[src/rtl/checker_ctlif_mc_pkg.sv]
// Shared definitions for the multi-channel checker control interface:
// register offsets, CTRL bit positions, checker modes and job result codes.
package checker_ctlif_mc_pkg;

  localparam logic [9:0] REG_IRQ_PEND = 10'h000;
  localparam logic [9:0] REG_IRQ_EN   = 10'h001;
  localparam logic [9:0] REG_INFO     = 10'h002;
  localparam logic [9:0] CH_BASE      = 10'h010;

  localparam logic [1:0] CH_ADDR_LOW  = 2'd0;
  localparam logic [1:0] CH_ADDR_HIGH = 2'd1;
  localparam logic [1:0] CH_CTRL      = 2'd2;
  localparam logic [1:0] CH_STAT      = 2'd3;

  localparam int CTRL_IE      = 0;
  localparam int CTRL_MODE_LO = 1;
  localparam int CTRL_MODE_HI = 2;
  localparam int CTRL_START   = 3;

  typedef enum logic [1:0] {
    CHECKER_MODE_READ  = 2'd0,
    CHECKER_MODE_DUMMY = 2'd1,
    CHECKER_MODE_WRITE = 2'd2,
    CHECKER_MODE_CHECK = 2'd3
  } checker_mode_e;

  typedef enum logic [1:0] {
    RES_DONE    = 2'd0,
    RES_ABORT   = 2'd1,
    RES_TIMEOUT = 2'd2
  } res_e;

  typedef enum logic {
    ST_IDLE = 1'b0,
    ST_RUN  = 1'b1
  } chan_state_e;

endpackage

[src/rtl/checker_ctlif_mc_if.sv]
// CSR bus between the host and the checker control interface.
interface checker_ctlif_mc_if;
  logic [13:0] csr_a;
  logic        csr_we;
  logic [31:0] csr_di;
  logic [31:0] csr_do;

  modport master (output csr_a, output csr_we, output csr_di, input csr_do);
  modport slave  (input csr_a, input csr_we, input csr_di, output csr_do);
endinterface

[src/rtl/checker_ctlif_mc_chan.sv]
// One checker channel: job registers, IDLE/RUN FSM, saturating run-cycle
// counter and the result-byte latch.
module checker_ctlif_mc_chan
  import checker_ctlif_mc_pkg::*;
#(
  parameter int TIMEOUT = 0
) (
  input  logic        clk,
  input  logic        rst,
  input  logic        we_lo,
  input  logic        we_hi,
  input  logic        we_ctrl,
  input  logic [31:0] wdata,
  input  logic [1:0]  rsel,
  input  logic        cend,
  input  logic [7:0]  cctrl,
  output logic [63:0] caddr,
  output logic [1:0]  cmode,
  output logic        cstart,
  output logic        ie,
  output logic        fin,
  output logic [31:0] rdata
);

  chan_state_e   state, state_nx;
  checker_mode_e mode_q;
  res_e          code;
  logic [31:0]   cycles;
  logic [7:0]    cctrl_q;
  logic          timeout_hit;

  assign timeout_hit = (TIMEOUT != 0) && (cycles == 32'(TIMEOUT - 1));
  assign cstart      = (state == ST_RUN);
  assign cmode       = mode_q;

  // Completion beats abort, abort beats timeout when they coincide.
  always_comb begin
    state_nx = state;
    fin      = 1'b0;
    code     = RES_DONE;
    if (state == ST_IDLE) begin
      if (we_ctrl && wdata[CTRL_START]) state_nx = ST_RUN;
    end else begin
      if (cend) begin
        code = RES_DONE;
        fin  = 1'b1;
      end else if (we_ctrl && !wdata[CTRL_START]) begin
        code = RES_ABORT;
        fin  = 1'b1;
      end else if (timeout_hit) begin
        code = RES_TIMEOUT;
        fin  = 1'b1;
      end
      if (fin) state_nx = ST_IDLE;
    end
  end

  always_ff @(posedge clk) begin
    if (rst) begin
      state   <= ST_IDLE;
      mode_q  <= CHECKER_MODE_READ;
      ie      <= 1'b0;
      caddr   <= '0;
      cycles  <= '0;
      cctrl_q <= '0;
    end else begin
      state <= state_nx;
      if (state == ST_IDLE) begin
        if (we_lo) caddr[31:0]  <= wdata;
        if (we_hi) caddr[63:32] <= wdata;
        if (we_ctrl) begin
          ie     <= wdata[CTRL_IE];
          mode_q <= checker_mode_e'(wdata[CTRL_MODE_HI:CTRL_MODE_LO]);
        end
        if (state_nx == ST_RUN) cycles <= '0;
      end else begin
        cycles <= (cycles == 32'hFFFF_FFFF) ? cycles : cycles + 32'd1;
        if (fin && code == RES_DONE) cctrl_q <= cctrl;
      end
    end
  end

  always_comb begin
    rdata = '0;
    case (rsel)
      CH_ADDR_LOW:  rdata = caddr[31:0];
      CH_ADDR_HIGH: rdata = caddr[63:32];
      CH_CTRL:      rdata = {28'd0, cstart, cmode, ie};
      CH_STAT:      rdata = {cycles[23:0], cctrl_q};
      default:      rdata = '0;
    endcase
  end

endmodule

[src/rtl/checker_ctlif_mc.sv]
// Multi-channel CSR control interface for the checker core: address decode,
// shared IRQ pending/enable registers, registered read mux and irq.
module checker_ctlif_mc
  import checker_ctlif_mc_pkg::*;
#(
  parameter logic [3:0] CSR_ADDR = 4'h0,
  parameter int         NCHAN    = 4,
  parameter int         TIMEOUT  = 0
) (
  input  logic                  sys_clk,
  input  logic                  sys_rst,
  checker_ctlif_mc_if.slave     csr,
  output logic                  irq,
  output logic [2*NCHAN-1:0]    cmode,
  output logic [NCHAN-1:0]      cstart,
  output logic [64*NCHAN-1:0]   caddr,
  input  logic [NCHAN-1:0]      cend,
  input  logic [8*NCHAN-1:0]    cctrl
);

  localparam logic [31:0] INFO_WORD = {16'(NCHAN), 16'(TIMEOUT)};

  logic [9:0]       idx;
  logic             bank_hit, ch_hit;
  logic [7:0]       chsel;
  logic [1:0]       creg;
  logic [NCHAN-1:0] pend, en, w1c, fin_vec, ie_vec;
  logic [31:0]      ch_rd [NCHAN];
  logic [31:0]      rdata;

  assign idx      = csr.csr_a[9:0];
  assign bank_hit = (csr.csr_a[13:10] == CSR_ADDR);
  assign chsel    = idx[9:2] - CH_BASE[9:2];
  assign creg     = idx[1:0];
  assign ch_hit   = bank_hit && (idx >= CH_BASE) && (idx < 10'(CH_BASE + 4 * NCHAN));
  assign w1c      = (csr.csr_we && bank_hit && idx == REG_IRQ_PEND) ? csr.csr_di[NCHAN-1:0] : '0;

  for (genvar i = 0; i < NCHAN; i++) begin : g_ch
    logic sel;
    assign sel = ch_hit && (chsel == 8'(i));

    checker_ctlif_mc_chan #(.TIMEOUT(TIMEOUT)) u_chan (
      .clk     (sys_clk),
      .rst     (sys_rst),
      .we_lo   (csr.csr_we && sel && creg == CH_ADDR_LOW),
      .we_hi   (csr.csr_we && sel && creg == CH_ADDR_HIGH),
      .we_ctrl (csr.csr_we && sel && creg == CH_CTRL),
      .wdata   (csr.csr_di),
      .rsel    (creg),
      .cend    (cend[i]),
      .cctrl   (cctrl[8*i +: 8]),
      .caddr   (caddr[64*i +: 64]),
      .cmode   (cmode[2*i +: 2]),
      .cstart  (cstart[i]),
      .ie      (ie_vec[i]),
      .fin     (fin_vec[i]),
      .rdata   (ch_rd[i])
    );
  end

  always_comb begin
    rdata = '0;
    if (bank_hit) begin
      case (idx)
        REG_IRQ_PEND: rdata = 32'(pend);
        REG_IRQ_EN:   rdata = 32'(en);
        REG_INFO:     rdata = INFO_WORD;
        default: begin
          for (int i = 0; i < NCHAN; i++) begin
            if (ch_hit && chsel == 8'(i)) rdata = ch_rd[i];
          end
        end
      endcase
    end
  end

  // A job ending in the same cycle as a W1C of its bit keeps the bit set.
  always_ff @(posedge sys_clk) begin
    if (sys_rst) begin
      pend       <= '0;
      en         <= '0;
      irq        <= 1'b0;
      csr.csr_do <= '0;
    end else begin
      pend <= (pend & ~w1c) | fin_vec;
      if (csr.csr_we && bank_hit && idx == REG_IRQ_EN) en <= csr.csr_di[NCHAN-1:0];
      irq        <= |(pend & en & ie_vec);
      csr.csr_do <= rdata;
    end
  end

endmodule

[src/flat_wrapper.sv]
// flat-port wrapper written by rule: the top's interface ports become plain ports
module checker_ctlif_mc_flat import checker_ctlif_mc_pkg::*;
#(
  parameter logic [3:0] CSR_ADDR = 4'h0,
  parameter int         NCHAN    = 4,
  parameter int         TIMEOUT  = 0
)
  (sys_clk, sys_rst, irq, cmode, cstart, caddr, cend, cctrl, csr_csr_a, csr_csr_we, csr_csr_di, csr_csr_do);
  checker_ctlif_mc_if csr_i ();
  input  logic sys_clk;
  input  logic sys_rst;
  output logic irq;
  output logic [2*NCHAN-1:0] cmode;
  output logic [NCHAN-1:0] cstart;
  output logic [64*NCHAN-1:0] caddr;
  input  logic [NCHAN-1:0] cend;
  input  logic [8*NCHAN-1:0] cctrl;
  input wire logic [$bits(csr_i.csr_a)-1:0] csr_csr_a;
  input wire logic [$bits(csr_i.csr_we)-1:0] csr_csr_we;
  input wire logic [$bits(csr_i.csr_di)-1:0] csr_csr_di;
  output wire logic [$bits(csr_i.csr_do)-1:0] csr_csr_do;
  assign csr_i.csr_a = csr_csr_a;
  assign csr_i.csr_we = csr_csr_we;
  assign csr_i.csr_di = csr_csr_di;
  assign csr_csr_do = csr_i.csr_do;
  checker_ctlif_mc #(.CSR_ADDR(CSR_ADDR), .NCHAN(NCHAN), .TIMEOUT(TIMEOUT)) u_core (.sys_clk(sys_clk), .sys_rst(sys_rst), .csr(csr_i), .irq(irq), .cmode(cmode), .cstart(cstart), .caddr(caddr), .cend(cend), .cctrl(cctrl));
endmodule
[config.mk]
export PLATFORM = sky130hd
export DESIGN_NAME = checker_ctlif_mc_flat
export DESIGN_NICKNAME = d
export VERILOG_FILES = /design/src/rtl/checker_ctlif_mc_pkg.sv /design/src/rtl/checker_ctlif_mc_if.sv /design/src/rtl/checker_ctlif_mc_chan.sv /design/src/rtl/checker_ctlif_mc.sv /design/src/flat_wrapper.sv
export SDC_FILE = /design/constraint.sdc
export NUM_CORES = 1
export LEC_CHECK = 0
export ABC_CLOCK_PERIOD_IN_PS = 5950
export BUFFER_PORTS_ARGS = -buffer_cell sky130_fd_sc_hd__buf_2
export CELL_PAD_IN_SITES_DETAIL_PLACEMENT = 1
export CELL_PAD_IN_SITES_GLOBAL_PLACEMENT = 1
export CORE_UTILIZATION = 44
export DETAILED_ROUTE_END_ITERATION = 8
export HOLD_SLACK_MARGIN = 0.06
export PLACE_DENSITY = 0.84
export SLEW_MARGIN = 25
export SYNTH_ARGS = -nofsm -noshare
export SYNTH_HDL_FRONTEND = slang
export SYNTH_SLANG_ARGS = --single-unit
[constraint.sdc]
create_clock -name sys_clk -period 5.95 [get_ports sys_clk]
set_input_delay 0.2975 -clock sys_clk [delete_from_list [all_inputs] [get_ports sys_clk]]
set_output_delay 0.2975 -clock sys_clk [all_outputs]
set_load 0.05 [all_outputs]
# ---- Word level (Yosys, flattened, before mapping)
# Index checks and enable logic that the tools add are counted.
dict set report classes {
  n_lt_le_gt_ge 2
  mux 62
  n_bitwise 10
  n_reduce_logical 72
  n_eq_ne 16
  add_sub_neg 5
}
# cell n
set ops {}
lappend ops {{32-bit two-way mux} 16}
lappend ops {{32-bit case mux with 4 select lines} 4}
lappend ops {{32-bit by 1-bit adder with 32-bit output, second input constant} 4}
lappend ops {{32-bit == test, second input constant} 4}
lappend ops {{32-bit case mux with 3 select lines} 1}
lappend ops {{2-bit AND reduction} 20}
lappend ops {{1-bit logical AND} 37}
lappend ops {{1-bit two-way mux} 36}
lappend ops {{8-bit by 2-bit == test with 1-bit output, second input constant} 2}
lappend ops {{4-bit AND} 3}
lappend ops {{10-bit by 1-bit == test with 1-bit output, second input constant} 1}
lappend ops {{10-bit by 2-bit == test with 1-bit output, second input constant} 1}
lappend ops {{10-bit by 5-bit >= comparator with 1-bit output, second input constant} 1}
lappend ops {{10-bit zero test} 1}
lappend ops {{2-bit zero test} 5}
lappend ops {{10-bit by 6-bit less-than comparator with 1-bit output, second input constant} 1}
lappend ops {{8-bit by 1-bit == test with 1-bit output, second input constant} 1}
lappend ops {{8-bit zero test} 1}
lappend ops {{2-bit two-way mux} 4}
lappend ops {{2-bit inequality test, second input constant} 4}
lappend ops {{2-bit nonzero test} 4}
lappend ops {{8-bit by 3-bit subtractor with 8-bit output, second input constant} 1}
lappend ops {{1-bit NOT} 5}
lappend ops {{2-bit == test, second input constant} 2}
lappend ops {{other kinds (8)} 8}
dict set report totals {
  regBits 473
  word_cells 199
  in_bits 85
  out_inout_bits 301
}

# ---- Logic depth before layout (Yosys ltp)
# Gate-level depths: netlist (run 1).
dict set report depth {
  word_depth 14
  mapped_depth 10
  depth_no_buf 7
}

# ---- Hierarchy
# From an unflattened synthesis (run 1), not the netlist that was laid out.
dict set report unflattened {
  cells_unflattened 2816
  area_unflattened_um2 23446.2
}
# module seq_area_each_um2 instances area_per_inst_um2 cells_per_inst
set by_module_without_submodules {}
lappend by_module_without_submodules {{checker_ctlif_mc_chan at u_core.g_ch[0].u_chan ...} 2162.1 3 5255.0 633}
lappend by_module_without_submodules {{checker_ctlif_mc_chan at u_core.g_ch[3].u_chan} 2162.1 1 5225.0 632}
lappend by_module_without_submodules {checker_ctlif_mc 820.8 1 2456.1 285}

# ---- Worst setup path after synthesis (run 1)
# No wires, ideal clock.
dict set report synth_timing {
  path_kind {input to register}
  from {in csr_csr_a[8]}
  to {reg u_core.g_ch[2].u_chan.caddr[10]}
  arrival_time_ns 2.346
  path_slack_ns 3.472
  setup_ns 0.132
  n_path_buf 3
  stages 8
  required_time_ns 5.818
  path_cell_list {or4_1 > buf_2 > or4_1 > or3_1 > clkbuf_1 > clkbuf_1 > nand2_1 > a21oi_1}
}
dict set report synth_between {
  elab_chain_len 7
  word_cells_on_any_way 10
  cone_classes {add/sub (1); order compare (2); eq/ne (1); reduce/logical (6)}
}
# element line_no
set synth_rtl {}
lappend synth_rtl {{from (decl)} flat_wrapper.sv:18} ;# input wire logic [$bits(csr_i.csr_a)-1:0] csr_csr_a;
lappend synth_rtl {{branches (longest 3 deep; another with 8-bit by 3-bit subtractor with 8-bit output)} n/a}
lappend synth_rtl {{1-bit logical AND *} checker_ctlif_mc.sv:40} ;# assign sel = ch_hit && (chsel == 8'(i));
lappend synth_rtl {{1-bit logical AND * (2 in series)} checker_ctlif_mc.sv:45} ;# .we_lo (csr.csr_we && sel && creg == CH_ADDR_LOW),
lappend synth_rtl {{2-bit AND reduction (no line) *} n/a}
lappend synth_rtl {{to (signal assigned)} checker_ctlif_mc_chan.sv:69} ;# if (we_lo) caddr[31:0] <= wdata;
lappend synth_rtl {{to (decl)} checker_ctlif_mc_chan.sv:17} ;# output logic [63:0] caddr,
# Every way passes the cells marked *.
# A chain may end at the register's enable or synchronous reset.

# ---- Worst setup path in the final report (run 1)
dict set report layout_timing {
  from {in csr_csr_a[6]}
  to {reg u_core.g_ch[1].u_chan.caddr[12]}
}
dict set report layout_between {
  elab_chain_len 7
  word_cells_on_any_way 10
  cone_classes {add/sub (1); order compare (2); eq/ne (1); reduce/logical (6)}
}
# element line_no
set layout_rtl {}
lappend layout_rtl {{branches (longest 3 deep; another with 8-bit by 3-bit subtractor with 8-bit output)} n/a}
lappend layout_rtl {{1-bit logical AND *} checker_ctlif_mc.sv:40}
lappend layout_rtl {{1-bit logical AND * (2 in series)} checker_ctlif_mc.sv:45}
lappend layout_rtl {{2-bit AND reduction (no line) *} n/a}
lappend layout_rtl {{to (signal assigned)} checker_ctlif_mc_chan.sv:69}
lappend layout_rtl {{to (decl)} checker_ctlif_mc_chan.sv:17}
# Marked as above.

==> results.toml, run 1 <==
[drt]
firstDrtPassIters = 6
vias_per_cell = 6.18
routedWlPerCell_um = 26.4
drc = 0
num_vias = 23400
drtIter0Drc = 2356
routed_wl_mm = 99.9
drtAntennaViolNets = 0

[sta]
worst_pin_slew_ns = 1.02
fmax_mhz = 311
skew_ns = 0.0287
grt_setup_unrepaired = "no"
holdWs_ns = 0.0849
setup_violations = 0
maxSlewHeadroom_pct = 31.6
fin_crit_sh_pct = 54.1
final.min_clock_period_ns = 3.22
tns_ns = 0
maxSlewViolCount = 0
final_hold_viol_count = 0

[power]
p_seq_share_pct = 47.6
power.static_leakage_nw = 9.68
clkPwrFrac_pct = 48.3
p_comb_share_pct = 4.1
swShare_pct = 23.9
powerDensity_nw_per_um2 = 254
switchingPower_mw = 1.59
intPower_mw = 5.06
vdd_drop_max_v = 0.000170

[yosys]
yosysTopAreaCell = "dfxtp_1"
syn_area_sq_um = 21600
netlist_instances = 2774
synthAdderAreaFrac_pct = 0.232
synthFlopType = "dfxtp_1"
yosysMostFrequentCell = "nand2_1"
yosys-top-cells-area = "dfxtp_1, nand2_1, a21oi_1, mux2i_1, nor2_1"
synth_seq_cells = 473
syn-mean-instance-area_sq_um = 7.79
synth_top_area_share_pct = 43.8
synth_xor_area_share_pct = 3.57
synth_edf_count = 0
synth_top_family_by_area = "simple AND/OR/NAND/NOR gates"
ys_seq_area_share_pct = 43.8
synthesis.nets = 2863
synth_compound_area_share_pct = 15.2
synth_commonest_cells = "nand2_1, dfxtp_1, a21oi_1"
synthArstFlopShare_pct = 0
synth_cell_type_count = 67
yosys_warnings = 0
muxShareOfSynthArea_pct = 8.01
synth-simple-area-share_pct = 24.5

[place]
post-dp-hpwl_mm = 69.1
port_buffers = 385
routabilityCongestion = 0.971

[global_routing]
grt_max_degree = 261
grtUsageTotal_pct = 39.0
antenna_found_initial = 17
grt-ovfl-total = 0
grt_pass1_wl_mm = 148
first_global_vias = 23100

[clock_network]
cts_sinks = 473
cts_buffers = 53
cts_htree_levels = 2
cts_tree = "yes"
cts_setup_buffers = 0
clock_path_buffers = 3
clk_pin_slew_ns = 0.06
cts-root-buf = "clkbuf_16"
clk_latency_ns = 0.63

[flow_run]
maxCapViolCount = 0

[critical_path]
cpLargestDelayFamily = "simple AND/OR/NAND/NOR gates"
startpoint_type = "input pin"
crit_chain = "buf_2 -> nor4_1 -> nand2_1 -> nor4_1 -> nand3_2 -> nand2_1 -> a21oi_1"
critPathArrivalTime_ns = 3.71
max_stage_delay_ns = 0.88
path_class = "in2reg"
slowest_stage = "nand3_2"
worst_ep_required_time_ns = 6.44
cp-end-kind = "flop"
critPathMaxFanout = 32
critPathBufInv = 1

[layout]
nets = 3176
fin_util_pct = 54.3
layout-drive-gt1-share_pct = 17.4
area_delta_synth_final_pct = 21.0

[floorplan]
core-area_sq_um = 48100
dieArea_sq_um = 50000
die_y_um = 224
io_pins = 386
die_x_um = 224
start_util_pct = 44.9
rows = 80

[hold_path]
hold_path.class = "in2reg"

[status]
status = "complete, no violations"
## routing by layer
metal	up-vias	global-route usage, %	wire (um)
met1	11600	50.2	38900
met5	-	0	67
li1	10100	-	-
met4	10	18.4	5230
met3	345	11.6	11700
met2	1348	59.8	44000
## metrics by stage
stage | setup WS, ns | area [sq um] | std cells | total power, mW
after CTS | 2.97 | 26100 | 3779 | 6.63
after detailed placement | 2.40 | 23700 | 3616 | 3.46
after floorplan | 3.47 | 21600 | 2774 | 3.38
after global placement | 2.55 | 23700 | 3616 | 3.46
final | 2.73 | 26100 | 3784 | 6.65
after global routing | 2.72 | 26100 | 3782 | 6.78
## state kept, by name, indices dropped and copies added, names as in the netlist
register / count
u_core.g_ch.u_chan.cmode: 8
u_core.irq: 1
u_core.g_ch.u_chan.cycles: 128
u_core.g_ch.u_chan.cctrl_q: 32
u_core.g_ch.u_chan.cstart: 4
u_core.g_ch.u_chan.caddr: 256
u_core.en: 4
u_core.g_ch.u_chan.ie: 4
u_core.csr.csr_do: 32
u_core.pend: 4
## layout make-up
cell class                      count  area [sq um]
Multi-Input combinational cell   2054         11200
Timing Repair Buffer              486          2910
Sequential cell                   473          9470
Tap cell                          656           821
Clock buffer                       82          1580
Fill cell                        5992         22000
Inverter                           19          71.3
Clock inverter                     10          88.8
Antenna cell                        4          10.0
## worst paths after layout
| kind | from | endpoint | slack (ns) | depth (start not counted) |
|---|---|---|---|---|
| worst max-delay path | csr_csr_a[6] | u_core.g_ch[1].u_chan.caddr[12] | 2.73 | 7 |
| worst min-delay path | csr_csr_di[29] | u_core.g_ch[0].u_chan.caddr[29] | 0.08 | 3 |
| worst max register to register | u_core.g_ch[1].u_chan.cycles[6] | u_core.g_ch[1].u_chan.cycles[29] | 2.96 | 6 |
| worst min register to register | u_core.g_ch[0].u_chan.caddr[18] | u_core.g_ch[0].u_chan.caddr[18] | 0.47 | 2 |
## power by group through the flow
stage | combinational [mW] | clock (mW) | sequential [mW]
after floorplan | 0.147 | 0 | 3.24
after global placement | 0.225 | 0 | 3.24
after detailed placement | 0.227 | 0 | 3.24
after CTS | 0.260 | 3.20 | 3.17
after global routing | 0.280 | 3.33 | 3.17
final | 0.274 | 3.21 | 3.17
## repair_timing
item,4_1_cts,5_1_grt
hold buffers,71,0
hold endpoints to repair,240,0
resized for setup,0,0
endpoints found under the setup margin,0,0
## worst register-to-register path: cells and delay by family (launching register included)
kind	cells	cell delay, ns
simple gates	4	1.66
flops	1	0.52
compound gates	1	0.50
xor+xnor	1	0.16
## placed cells by master (no fill, tap or decap), drive strengths merged, types with 36 or more instances in the layout
master	instances
dfxtp	473
mux2i	137
o21ai	115
dlygate4sd3	71
nand3	91
xnor2	52
buf	415
xor2	36
nand2	759
nor2	165
nand4	48
clkbuf	82
nor3	38
a21oi	369
## logic make-up (layout without fill, tap and decap cells)
logic type	count (synthesis)	in the layout
AND/OR/NAND/NOR	1226	1226
AO/OA/AOI/OAI	583	583
flip-flops	473	473
buffers and inverters	247	597
multiplexers	153	153
XOR/XNOR	88	88
adder cells (fa/ha/maj)	4	4
other	0	4
Note: power is estimated with default switching activity, not from simulation.
==> run 2: changes to the inputs <==
--- a/config.mk
+++ b/config.mk
@@ -5,14 +5,14 @@
 export SDC_FILE = /design/constraint.sdc
 export NUM_CORES = 1
 export LEC_CHECK = 0
-export ABC_CLOCK_PERIOD_IN_PS = 5950
+export ABC_CLOCK_PERIOD_IN_PS = 3100
 export BUFFER_PORTS_ARGS = -buffer_cell sky130_fd_sc_hd__buf_2
 export CELL_PAD_IN_SITES_DETAIL_PLACEMENT = 1
 export CELL_PAD_IN_SITES_GLOBAL_PLACEMENT = 1
-export CORE_UTILIZATION = 44
+export CORE_UTILIZATION = 41
 export DETAILED_ROUTE_END_ITERATION = 8
 export HOLD_SLACK_MARGIN = 0.06
-export PLACE_DENSITY = 0.84
+export PLACE_DENSITY = 0.79
 export SLEW_MARGIN = 25
 export SYNTH_ARGS = -nofsm -noshare
 export SYNTH_HDL_FRONTEND = slang
==> constraint.sdc (replaced) <==
create_clock -name sys_clk -period 3.1 [get_ports sys_clk]
set_input_delay 0.155 -clock sys_clk [delete_from_list [all_inputs] [get_ports sys_clk]]
set_output_delay 0.155 -clock sys_clk [all_outputs]
set_load 0.05 [all_outputs]
==> run 2 against run 1 <==
  * Critical path depth decreased by 2
  * Final cell count increased by 3.4%
  * Power increased by 100%
  * Die area increased by 7.3%
  * Setup slack got worse by 2.1 ns
  * First-iteration DRC count increased by 1.4%
  * Non-clock buffer count increased by 100
  * Sequential power increased by 92%
  * Critical path type is now reg2reg
  * Largest power group unchanged
  * Highest routed layer unchanged
==> results.toml, run 2 (same netlist as run 1, synthesis figures left out) <==
[status]
status = "complete, no violations"

[layout]
regMostFlops = "u_core.g_ch.u_chan.caddr"
final_common_cell = "nand2_1"
mostFrequentLayoutCells = "nand2_1, dfxtp_1, buf_2"
nets = 3275
final_cell_count_no_fill = 3914
layout-drive-gt1-share_pct = 18.5
largest_register_ffs = 256
area_delta_synth_final_pct = 27.0
largest_registers = "u_core.g_ch.u_chan.caddr: 256 flops, u_core.g_ch.u_chan.cycles: 128 flops"

[sta]
worst_pin_slew_ns = 0.963
grt_setup_unrepaired = "no"
maxSlewHeadroom_pct = 35.8
setup_violations = 0
final_hold_viol_count = 0
fmax_mhz = 400
skew_ns = 0.0216
maxSlewViolCount = 0
final.min_clock_period_ns = 2.50
tns_ns = 0
fin_crit_sh_pct = 80.7
fin_ws_ns = 0.598
holdWs_ns = 0.138

[drt]
num_vias = 23300
routed_wl_mm = 102
drc = 0
firstDrtPassIters = 5
drtIter0Drc = 2390
vias_per_cell = 5.96
drtAntennaViolNets = 0
routedWlPerCell_um = 26.1

[power]
power.static_leakage_nw = 10.3
powerDensity_nw_per_um2 = 495
vdd_drop_max_v = 0.000521

[clock_network]
cts_htree_levels = 2
cts_sinks = 473
cts_setup_buffers = 0
cts_buffers = 52
clk_pin_slew_ns = 0.07
cts_tree = "yes"
cts-root-buf = "clkbuf_16"
clk_latency_ns = 0.63
clock_path_buffers = 3

[floorplan]
core-area_sq_um = 51700
die_y_um = 232
start_util_pct = 41.8
rows = 83
dieArea_sq_um = 53600
io_pins = 386
die_x_um = 232

[critical_path]
crit_start = "u_core.g_ch[3].u_chan.cstart"
startpoint_type = "flop"
cp-end-kind = "flop"
r2r_end = "u_core.g_ch[3].u_chan.cctrl_q[6]"
r2r_start = "u_core.g_ch[3].u_chan.cstart"
critPathMaxFanout = 14
r2r_setup_slack_ns = 0.60
critPathArrivalTime_ns = 3.06
worst_ep_required_time_ns = 3.65
path_class = "reg2reg"
reg2reg_depth = 5
crit_end = "u_core.g_ch[3].u_chan.cctrl_q[6]"

[global_routing]
antenna_found_initial = 15
grt_pass1_wl_mm = 151
first_global_vias = 23500
grt_max_degree = 181
grtUsageTotal_pct = 37.2
grt-ovfl-total = 0

[hold_path]
hold_path.class = "in2reg"

[place]
post-dp-hpwl_mm = 71.5
dp.cells = 3686
port_buffers = 385
dp_slack_ns = 0.312
routabilityCongestion = 0.975

[flow_run]
maxCapViolCount = 0
run 2: cell count changes in the layout (fill, tap and decap cells not counted), sizes merged:
cell         change
clkbuf           -9
bufinv           +8
dlygate4sd3     +55
clkinv           +3
clkinvlp         +1
diode            +3
buf             +45
run 2: worst min path at each step:
| stage | start | end | slack (ns) | cells past startpoint |
|---|---|---|---|---|
| after floorplan | csr_csr_di[0] | u_core.g_ch[0].u_chan.caddr[32] | 0.30 | 2 |
| after global placement | cctrl[10] | u_core.g_ch[1].u_chan.cctrl_q[2] | 0.41 | 3 |
| after detailed placement | cctrl[14] | u_core.g_ch[1].u_chan.cctrl_q[6] | 0.42 | 3 |
| after CTS | csr_csr_a[9] | u_core.csr.csr_do[1] | 0.1 | 4 |
| after global routing | cend[1] | u_core.pend[1] | 0.17 | 4 |
| final | cend[1] | u_core.g_ch[1].u_chan.cstart | 0.14 | 4 |
run 2: power by group:
group	leakage (nW)	total, mW	switching [mW]	internal (mW)
registers	3.81	6.08	0.0000532	6.08
clock network	0.938	6.94	2.78	4.16
logic	5.55	0.564	0.380	0.184
run 2: layer usage:
layer	part of all wire (%)	wire [um]	vias to the layer above	global-route usage, %
li1	-	-	10300	-
met1	41	41500	11700	47.5
met2	45	46100	1077	58.4
met3	9.9	10100	241	10.8
met4	4.1	4220	8	15.9
met5	0.054	55	-	0
run 2: stage by stage:
stage	utilization, %	area (sq um)	power (mW)
final	53.1	27400	13.6
after global routing	53.0	27400	13.9
after CTS	53.0	27400	13.6
after detailed placement	46.9	24300	6.69
after global placement	46.9	24300	6.68
after floorplan	-	21600	6.49
run 2: layout make-up:
class / instances / area [sq um]
tap: 680 / 851
clock inverter: 22 / 352
multi-input combinational: 2054 / 11200
fill: 6384 / 24300
antenna: 7 / 17.5
clock buffer: 73 / 1550
inverter: 19 / 71.3
timing repair buffer: 586 / 3950
sequential: 473 / 9470
run 2: timing repair:
item	4_1_cts	5_1_grt
hold buffers	126	0
hold endpoints to repair	311	0
endpoints found under the setup margin	0	0
resized for setup	0	0
run 2: worst max-delay path, stage by stage, from the launching register on:
cell	delay [ns]
dfxtp_1	0.65
buf_4	0.31
nand3_1	0.09
dlygate4sd3_1	0.60
a21oi_1	0.19
dlygate4sd3_1	0.59
==> run 3: changes to the inputs <==
--- a/config.mk
+++ b/config.mk
@@ -5,11 +5,12 @@
 export SDC_FILE = /design/constraint.sdc
 export NUM_CORES = 1
 export LEC_CHECK = 0
-export ABC_CLOCK_PERIOD_IN_PS = 3100
+export ABC_AREA = 1
+export ABC_CLOCK_PERIOD_IN_PS = 2500
 export BUFFER_PORTS_ARGS = -buffer_cell sky130_fd_sc_hd__buf_2
 export CELL_PAD_IN_SITES_DETAIL_PLACEMENT = 1
 export CELL_PAD_IN_SITES_GLOBAL_PLACEMENT = 1
-export CORE_UTILIZATION = 41
+export CORE_UTILIZATION = 40
 export DETAILED_ROUTE_END_ITERATION = 8
 export HOLD_SLACK_MARGIN = 0.06
 export PLACE_DENSITY = 0.79
==> constraint.sdc (replaced) <==
create_clock -name sys_clk -period 2.5 [get_ports sys_clk]
set_input_delay 0.125 -clock sys_clk [delete_from_list [all_inputs] [get_ports sys_clk]]
set_output_delay 0.125 -clock sys_clk [all_outputs]
set_load 0.05 [all_outputs]
==> run 3 against run 2 <==
  * Via count grew 18%
  * Combinational power grew 69%
  * Setup slack lost 0.35 ns
  * Die area grew 11%
  * Non-clock buffer count shrank 21
  * Critical endpoint is now u_core.g_ch[1].u_chan.cycles[1]
  * Highest routed layer unchanged
==> results.toml, run 3 <==
[status]
status = "complete, no violations"

[yosys]
synth_compound_area_share_pct = 21.3
synth_xor_area_share_pct = 1.34
netlist_instances = 3432
yosys_warnings = 0
yosysTopAreaCell = "dfxtp_1"
synth-simple-area-share_pct = 28.8
syn-mean-instance-area_sq_um = 6.85
synth_top_area_share_pct = 40.3
ys_seq_area_share_pct = 40.3
synthAdderAreaFrac_pct = 0.213
synth_top_family_by_area = "simple AND/OR/NAND/NOR gates"
yosysMostFrequentCell = "nand2_1"
synth_cell_type_count = 47
synth_edf_count = 0
synthFlopType = "dfxtp_1"
syn_area_sq_um = 23500
synth_commonest_cells = "nand2_1, nor2_1, dfxtp_1"
yosys-top-cells-area = "dfxtp_1, nand2_1, a21oi_1, nor2_1, nand3_1"
synth_seq_cells = 473
muxShareOfSynthArea_pct = 0
synthesis.nets = 3521
synthArstFlopShare_pct = 0

[critical_path]
path_class = "reg2reg"
worst_ep_required_time_ns = 3.00
startpoint_type = "flop"
critPathArrivalTime_ns = 2.76
critPathMaxFanout = 18
cp-end-kind = "flop"

[clock_network]
clk_pin_slew_ns = 0.06
cts_setup_buffers = 0
cts.repair.resized = 0
cts_hold_buffers = 77
clock_path_buffers = 3
cts_htree_levels = 2
cts_sinks = 473
cts_tree = "yes"
clk_latency_ns = 0.63
cts_buffers = 53
cts-root-buf = "clkbuf_16"

[layout]
layout-drive-gt1-share_pct = 16.6
largest_register_ffs = 256
stdcell_area_sq_um = 28900
final_common_cell = "nand2_1"
largest_registers = "u_core.g_ch.u_chan.caddr: 256 flops, u_core.g_ch.u_chan.cycles: 128 flops"
regMostFlops = "u_core.g_ch.u_chan.caddr"
nets = 3929
mostFrequentLayoutCells = "nand2_1, nor2_1, dfxtp_1"
area_delta_synth_final_pct = 22.9

[hold_path]
hold_path.class = "in2reg"

[floorplan]
start_util_pct = 40.6
core-area_sq_um = 57900
dieArea_sq_um = 59700
rows = 88
die_x_um = 244
die_y_um = 244
io_pins = 386

[drt]
drc = 0
vias_per_cell = 5.92
drtAntennaViolNets = 0
firstDrtPassIters = 6
routed_wl_mm = 118
routedWlPerCell_um = 25.4
drtIter0Drc = 2679
num_vias = 27500

[sta]
skew_ns = 0.0266
final_hold_viol_count = 0
fin_crit_sh_pct = 90.2
fin_ws_ns = 0.244
grt_setup_unrepaired = "no"
final.min_clock_period_ns = 2.26
setup_violations = 0
worst_pin_slew_ns = 0.889
maxSlewHeadroom_pct = 40.7
fmax_mhz = 443
tns_ns = 0
maxSlewViolCount = 0

[global_routing]
grtUsageMet1_pct = 50.1
grtUsageTotal_pct = 38.4
first_global_vias = 26800
grt_pass1_wl_mm = 174
antenna_found_initial = 10
use_met3_pct = 9.11
use_met2_pct = 60.4
grt-ovfl-total = 0
grt_max_degree = 129
busiest_layer = "met2"

[place]
routabilityCongestion = 1.02
dp_slack_ns = 0.315
port_buffers = 385
placed_area_sq_um = 26300
post-dp-hpwl_mm = 85.3

[power]
fin_total_pwr_mw = 16.7
swShare_pct = 24.7
clkPwrFrac_pct = 49.1
powerDensity_nw_per_um2 = 577
vdd_drop_max_v = 0.000531
power.static_leakage_nw = 11.7
intPower_mw = 12.6
p_seq_share_pct = 45.2
p_comb_share_pct = 5.7
switchingPower_mw = 4.11

[flow_run]
maxCapViolCount = 0
==> run 3: through the flow <==
stage	util, %	std cells	hold WS [ns]
5_1_grt	49.9	4649	0.110
2_1_floorplan	-	3432	0.260
3_5_place_dp	45.5	4473	0.387
6_report	49.9	4650	0.100
3_3_place_gp	45.5	4473	0.385
4_1_cts	49.9	4649	0.0665
==> run 3: final timing paths <==
kind / start / endpoint / slack [ns] / cells past startpoint
setup / recovery: u_core.g_ch[1].u_chan.cycles[24] / u_core.g_ch[1].u_chan.cycles[1] / 0.24 / 9
hold / removal: csr_csr_a[10] / u_core.csr.csr_do[3] / 0.10 / 6
setup reg to reg: u_core.g_ch[1].u_chan.cycles[24] / u_core.g_ch[1].u_chan.cycles[1] / 0.24 / 9
hold reg to reg: u_core.g_ch[3].u_chan.cctrl_q[6] / u_core.g_ch[3].u_chan.cctrl_q[6] / 0.49 / 2
==> run 3: cell families (layout without fill, tap and decap cells) <==
family	Yosys count	in the layout
buffers and inverters	431	883
flip-flops	473	473
other	0	1
AND/OR/NAND/NOR	1551	1551
AO/OA/AOI/OAI	937	937
XOR/XNOR	36	36
adder cells (fa/ha/maj)	4	4
==> run 3: cell type report <==
class | instances | area [sq um]
repair buffers | 565 | 3700
multi-input cells | 2528 | 12200
fillers | 7561 | 29000
clock inverters | 18 | 211
inverters | 219 | 832
clock buffers | 81 | 1570
flip-flops and latches | 473 | 9470
well taps | 765 | 957
diodes | 1 | 2.50
==> run 3: worst max-delay path, cell delays in order, from the launching register on <==
cell     delay, ns
dfxtp_1       0.47
nand2_1       0.17
nor3_1        0.25
nand2_1       0.12
nor2_1        0.19
nand2_1       0.08
nand2_1       0.20
nand2_2       0.33
o21ai_0       0.27
nor2_1        0.07
==> run 3: power groups by stage <==
stage	Sequential, mW	Combinational [mW]	Clock (mW)
6_report	7.54	0.954	8.18
5_1_grt	7.53	0.970	8.50
4_1_cts	7.54	0.907	8.19
3_5_place_dp	7.70	0.808	0
3_3_place_gp	7.70	0.804	0
2_1_floorplan	7.70	0.379	0
==> run 3: routing by layer <==
metal,routed length (um),part of all wire (%)
met1,49000,41
met2,52500,44
met3,11300,9.5
met4,5240,4.4
met5,69,0.058
